[src/rtl/vx_div_share_ctrl.sv]
// vx_div_share_ctrl: shares one iterative divide unit among NUM_REQS ALU blocks.
// Requests are arbitrated into a one-entry elastic stage toward the unit, the
// number of operations in flight is bounded by a credit counter, and tagged
// results are steered back through a one-entry registered output stage.
// Optional feature macro: VX_DIV_SHARE_RR_EN selects round-robin arbitration;
// when undefined the lowest valid index wins and no pointer register exists.
module vx_div_share_ctrl #(
  parameter int unsigned NUM_REQS    = 4,
  parameter int unsigned DATAW       = 64,
  parameter int unsigned MAX_PENDING = 4,
  localparam int unsigned TAGW = (NUM_REQS > 1) ? $clog2(NUM_REQS) : 1,
  localparam int unsigned CNTW = $clog2(MAX_PENDING + 1)
) (
  input  logic                      clk,
  input  logic                      reset,
  input  logic [NUM_REQS-1:0]       req_valid_in,
  input  logic [NUM_REQS*DATAW-1:0] req_data_in,
  output logic [NUM_REQS-1:0]       req_ready_in,
  output logic                      unit_req_valid,
  output logic [DATAW-1:0]          unit_req_data,
  output logic [TAGW-1:0]           unit_req_tag,
  input  logic                      unit_req_ready,
  input  logic                      unit_rsp_valid,
  input  logic [DATAW-1:0]          unit_rsp_data,
  input  logic [TAGW-1:0]           unit_rsp_tag,
  output logic                      unit_rsp_ready,
  output logic [NUM_REQS-1:0]       rsp_valid_out,
  output logic [DATAW-1:0]          rsp_data_out,
  input  logic [NUM_REQS-1:0]       rsp_ready_out,
  output logic [CNTW-1:0]           pending_count
);

  // Request stage toward the divide unit
  logic                rb_valid;
  logic [DATAW-1:0]    rb_data;
  logic [TAGW-1:0]     rb_tag;

  // Response stage toward the requesters; the one-hot vector doubles as valid
  logic [NUM_REQS-1:0] ob_onehot;
  logic [DATAW-1:0]    ob_data;

  logic [CNTW-1:0]     pend_q;

  logic                stage_can_load;
  logic                credit_ok;
  logic                pick_found;
  logic [TAGW-1:0]     pick_idx;
  logic [TAGW-1:0]     search_start;
  logic [DATAW-1:0]    pick_data;
  logic                grant;
  logic                deliver;
  logic                ob_valid;
  logic [NUM_REQS-1:0] rsp_onehot;

  // First valid requester at or above start, wrapping at NUM_REQS; MSB = found.
  function automatic logic [TAGW:0] first_valid(input logic [NUM_REQS-1:0] valid,
                                                input logic [TAGW-1:0]     start);
    logic                found;
    logic [TAGW-1:0]     sel;
    logic [NUM_REQS-1:0] rot;
    int unsigned         idx;
    found = 1'b0;
    sel   = '0;
    for (int unsigned k = 0; k < NUM_REQS; k++) begin
      idx = 32'(start) + k;
      if (idx >= NUM_REQS) idx = idx - NUM_REQS;
      rot = valid >> idx;
      if (!found && rot[0]) begin
        found = 1'b1;
        sel   = TAGW'(idx);
      end
    end
    return {found, sel};
  endfunction

`ifdef VX_DIV_SHARE_RR_EN
  logic [TAGW-1:0] rr_ptr;

  // Round-robin pointer moves just past the granted requester, holds otherwise
  always_ff @(posedge clk or posedge reset) begin
    if (reset) begin
      rr_ptr <= '0;
    end else if (grant) begin
      rr_ptr <= (32'(pick_idx) == NUM_REQS - 1) ? '0 : pick_idx + TAGW'(1);
    end
  end

  assign search_start = rr_ptr;
`else
  assign search_start = '0;
`endif

  assign stage_can_load           = !rb_valid || unit_req_ready;
  assign credit_ok                = pend_q < CNTW'(MAX_PENDING);
  assign {pick_found, pick_idx}   = first_valid(req_valid_in, search_start);
  assign grant                    = pick_found && stage_can_load && credit_ok;
  assign req_ready_in             = grant ? (NUM_REQS'(1) << pick_idx) : '0;

  assign ob_valid                 = |ob_onehot;
  assign deliver                  = |(ob_onehot & rsp_ready_out);
  assign unit_rsp_ready           = !ob_valid || deliver;
  assign rsp_onehot               = NUM_REQS'(1) << unit_rsp_tag;

  // Payload of the selected requester
  always_comb begin
    pick_data = '0;
    for (int unsigned i = 0; i < NUM_REQS; i++) begin
      if (32'(pick_idx) == i) pick_data = req_data_in[i*DATAW +: DATAW];
    end
  end

  // Elastic request stage: load on grant, drain when the unit accepts
  always_ff @(posedge clk or posedge reset) begin
    if (reset) begin
      rb_valid <= 1'b0;
      rb_data  <= '0;
      rb_tag   <= '0;
    end else if (grant) begin
      rb_valid <= 1'b1;
      rb_data  <= pick_data;
      rb_tag   <= pick_idx;
    end else if (unit_req_ready) begin
      rb_valid <= 1'b0;
    end
  end

  // Response stage: drains and refills in the same cycle when the target is ready
  always_ff @(posedge clk or posedge reset) begin
    if (reset) begin
      ob_onehot <= '0;
      ob_data   <= '0;
    end else if (unit_rsp_ready) begin
      if (unit_rsp_valid) begin
        ob_onehot <= rsp_onehot;
        ob_data   <= unit_rsp_data;
      end else begin
        ob_onehot <= '0;
      end
    end
  end

  // Credit counter: accepted requests minus delivered results
  always_ff @(posedge clk or posedge reset) begin
    if (reset) begin
      pend_q <= '0;
    end else if (grant && !deliver) begin
      pend_q <= pend_q + CNTW'(1);
    end else if (!grant && deliver) begin
      pend_q <= pend_q - CNTW'(1);
    end
  end

`ifndef SYNTHESIS
  // A delivery with nothing outstanding means the unit produced a spurious result
  assert property (@(posedge clk) disable iff (reset)
                   !(deliver && !grant && (pend_q == '0)))
    else $error("pending_count underflow");
`endif

  assign unit_req_valid = rb_valid;
  assign unit_req_data  = rb_data;
  assign unit_req_tag   = rb_tag;
  assign rsp_valid_out  = ob_onehot;
  assign rsp_data_out   = ob_data;
  assign pending_count  = pend_q;

endmodule

[config.mk]
export PLATFORM = sky130hd
export DESIGN_NAME = vx_div_share_ctrl
export DESIGN_NICKNAME = d
export VERILOG_FILES = /design/src/rtl/vx_div_share_ctrl.sv
export SDC_FILE = /design/constraint.sdc
export NUM_CORES = 1
export LEC_CHECK = 0
export ABC_AREA = 1
export BUFFER_PORTS_ARGS = -buffer_cell sky130_fd_sc_hd__buf_2
export CORE_AREA = 8 8 178 180
export DETAILED_ROUTE_END_ITERATION = 10
export DIE_AREA = 0 0 186 188
export PLACE_DENSITY = 0.57
export SYNTH_ARGS = -nofsm -noshare
export SYNTH_HDL_FRONTEND = slang
export SYNTH_SLANG_ARGS = --single-unit
export TNS_END_PERCENT = 50
[constraint.sdc]
create_clock -name clk -period 9.05 [get_ports clk]
set_input_delay 0.905 -clock clk [delete_from_list [all_inputs] [get_ports clk]]
set_output_delay 0.905 -clock clk [all_outputs]
set_load 0.02 [all_outputs]
==> run_results.csv <==
group,metric,value,unit
outcome,status,"complete, no violations",
place,detailedPlace.worstSlack,5430,ps
worst_setup_path,worstSetupEndpointType,"primary output",
worst_setup_path,reg2reg_to,"rsp_valid_out[0]",
flow_run,maxCapViolations,0,
clock_network,hold_buffers,0,
worst_setup_path,critPathLaunch,"req_valid_in[2]",
final_layout,n_fill_cell,3198,
clock_network,worstSkewPairLatency,420,ps
pwr,p_int,1.88,mW
final_layout,area_growth_syn_to_layout,43.5,%
floorplan,ios,477,
clock_network,clk_root_buffer_cell,"clkbuf_16",
global_route,gr-total-overflow,0,
global_route,track_usage,18.7,%
pwr,switching_share,46.1,%
timing,worst_hold_slack,465,ps
yosys,netlist-cell-type-count,24,
place,placedInstanceArea,9990,um2
clock_network,max-clock-path-buffers,2,
yosys,netlist_top_cells_area,"dfrtp_1 46%, nand2_1 21%, nand3_1 13%, nand4_1 11%, buf_2 3.3%",
yosys,yosys.area.top_type,"dfrtp_1",
detailed_routing,route.detailed.drc,0,
yosys,synth-seq-area-share,46.5,%
yosys,synth_simple_gate_area_share,45.5,%
timing,max_slew.worst_pin.slew,872,ps
global_route,antenna_violations_before_repair,5,
worst_setup_path,worst-endpoint-arrival,2750,ps
yosys,postSynthAreaPerCell,7.44,um2
worst_hold_path,min_delay_path_depth,2,
worst_setup_path,crit_end,"req_ready_in[3]",
detailed_routing,wirelength,34500,um
final_layout,design_area,10700,um2
detailed_routing,via_count,9012,
final_layout,utilization,36.7,%
worst_setup_path,critPathSlowestCell,"buf_4",
pwr,pwr-share-seq,30.9,%
yosys,synth_mux_area_share,0.152,%
final_layout,design.final.nets,1753,
clock_network,post_cts_buffers,0,
detailed_routing,first_iter_violations,749,
worst_setup_path,crit_path_max_fanout,66,
timing,grt_setup_unrepaired,"false",
timing,final_critical_path_setup_slack,5390,ps
pwr,ir_drop,0.000138,V
worst_setup_path,worst_setup_path_start_kind,"input port",
clock_network,cts_buffers,17,
floorplan,start_util,25.6,%
timing,max_slew_margin,41.8,%
place,io_buffer_count,476,
detailed_routing,drt_first_pass_iters,6,
timing,fmaxAchievable,273,MHz
detailed_routing,routedWlPerCell,18.9,um
global_route,first_global_vias,9077,
worst_hold_path,worstHoldStart,"rsp_data_out[56]",
timing,final_hold_viol_count,0,
pwr,power-per-cell-area,327,nW/um2
pwr,power,3.49,mW
pwr,part_of_the_total_power_dissipated_in_the_clock_network,22.8,%
detailed_routing,antenna_violating_nets_post_route,0,
worst_setup_path,r2r_slack,6780,ps
timing,share_of_the_clock_period_used_by_the_worst_path,40.4,%
clock_network,clkSinkCount,138,
yosys,synth-compound-area-share,0.539,%
pwr,power.combinational.fraction,46.3,%
floorplan,fp.dieH,188,um
clock_network,cts.reportedPaths.clkPinSlew,60,ps
floorplan,num_rows,63,
pwr,power_leakage,5.87,nW
clock_network,ctsResizeCount,0,
yosys,yosys.area.top_type_share,46.5,%
yosys,synthAdderAreaFrac,0.438,%
yosys,synthesis.nets,1335,
worst_setup_path,cp.required,8150,ps
global_route,maximum_number_of_pins_on_one_net_before_global_route_repair,81,
final_layout,final_layout_size_suffix_gt1_share,37.3,%
timing,period_needed,3660,ps
worst_setup_path,rr_worst_depth,8,
yosys,synth_xor_xnor_area_share,0.236,%
worst_setup_path,cp_cell_sequence,"buf_2, buf_4, inv_2, buf_4, nand3_1, nor2_1, buf_2",
detailed_routing,avgViaCountPerCell,4.94,
yosys,syn-cell-area,7430,um2
worst_setup_path,worst_reg2reg_path_startpoint,"rsp_valid_out[3]",
clock_network,h_tree_depth_reported_by_cts,4,
timing,report.final.slew_viol_count,0,
floorplan,coreArea,29000,um2
final_layout,layout.cells.non_filler,1824,
place,numPlacedInstances,1788,
yosys,syn-instance-count,999,
worst_setup_path,max_stage_delay,630,ps
clock_network,cts_tree,"built",
place,gpl.final_weighted_congestion,0.944,
worst_setup_path,path_class,"in2out",
timing,setup_viol,0,
yosys,largest_family_of_logic_cells_by_synthesized_area,"simple AND/OR/NAND/NOR gates",
yosys,ys_ff_latch,138,
floorplan,die_w,186,um
floorplan,design.die.area,35000,um2
place,dpl.hpwl,25000,um
global_route,grt_pass1_wl,51500,um
timing,fin_setup_tns,0,ps
yosys,yosys_warnings,0,
worst_hold_path,hold_crit_path_type,"reg2reg",
pwr,power.switching,1.61,mW
timing,clock_skew,19.7,ps
-- state kept, by name, summed over array words and instances, names as in the netlist --
register / cells
unit_req_tag: 2
pending_count: 3
rsp_data_out: 64
unit_req_valid: 1
rsp_valid_out: 4
unit_req_data: 64
-- power groups by stage --
| stage | clock (mW) | combinational [mW] | sequential, mW |
|---|---|---|---|
| after CTS | 0.820 | 1.65 | 1.08 |
| after floorplan | 0 | 0.655 | 1.44 |
| after global placement | 0 | 1.63 | 1.08 |
| final | 0.796 | 1.61 | 1.08 |
| after detailed placement | 0 | 1.65 | 1.08 |
| after global routing | 0.847 | 1.77 | 1.12 |
-- critical path, delay by kind of cell --
family / cells / cell delay (ps)
buf+inv: 5 / 1400
simple gates: 2 / 430
-- layout by cell type, fill, tap and decap left out --
cell	count
buf_4	14
nor2_4	3
fa_1	1
nand4_1	126
xnor2_1	1
nand3_4	1
buf_2	476
ha_1	1
nand2_2	4
nor2_1	7
nand2_1	406
a21oi_1	1
clkbuf_16	17
nand3_1	196
dfrtp_1	138
mux2_2	1
o21ai_0	7
inv_6	5
inv_8	6
diode_2	4
clkinv_8	1
inv_2	2
inv_1	10
nor4_1	1
xor2_1	1
bufinv_16	4
-- cell families (layout without fill, tap and decap cells) --
logic type	after synthesis	count (layout)
compound gates	8	8
flops	138	138
simple gates	744	744
buf+inv	104	535
mux	1	1
fa+ha+maj	2	2
xor+xnor	2	2
other cells	0	4
-- cell usage after synthesis, drive strengths merged --
master  instances
nand2         410
nand3         197
dfrtp         138
nand4         126
buf            69
clkbuf         22
inv            13
nor2           10
o21ai           7
a21oi           1
fa              1
ha              1
mux2            1
nor4            1
xnor2           1
xor2            1
-- cell type report --
class / instances / area, um2 / share of cell area, %
Clock inverter: 15 / 239 / 2.24
Multi-Input combinational cell: 757 / 3500 / 32.9
Clock buffer: 17 / 425 / 3.99
Inverter: 13 / 53.8 / 0.505
Timing Repair Buffer: 490 / 2490 / 23.3
Antenna cell: 4 / 10.0 / 0.0939
Tap cell: 390 / 488 / 4.58
Sequential cell: 138 / 3450 / 32.4
-- routing by layer --
metal	part of all wire [%]	vias to the layer above	GRT usage (%)
met5	0.038	-	0
met4	2.6	2	7.12
met3	8.1	59	5.01
met2	51	430	32.3
met1	39	4294	21.8
li1	-	4227	-
-- how the worst min path moves through the flow --
stage / endpoint
after global routing: unit_req_data[51]
after floorplan: rsp_data_out[10]
final: rsp_data_out[56]
after global placement: rsp_data_out[29]
after CTS: rsp_data_out[13]
after detailed placement: rsp_data_out[13]
(Power assumes the default switching activity.)
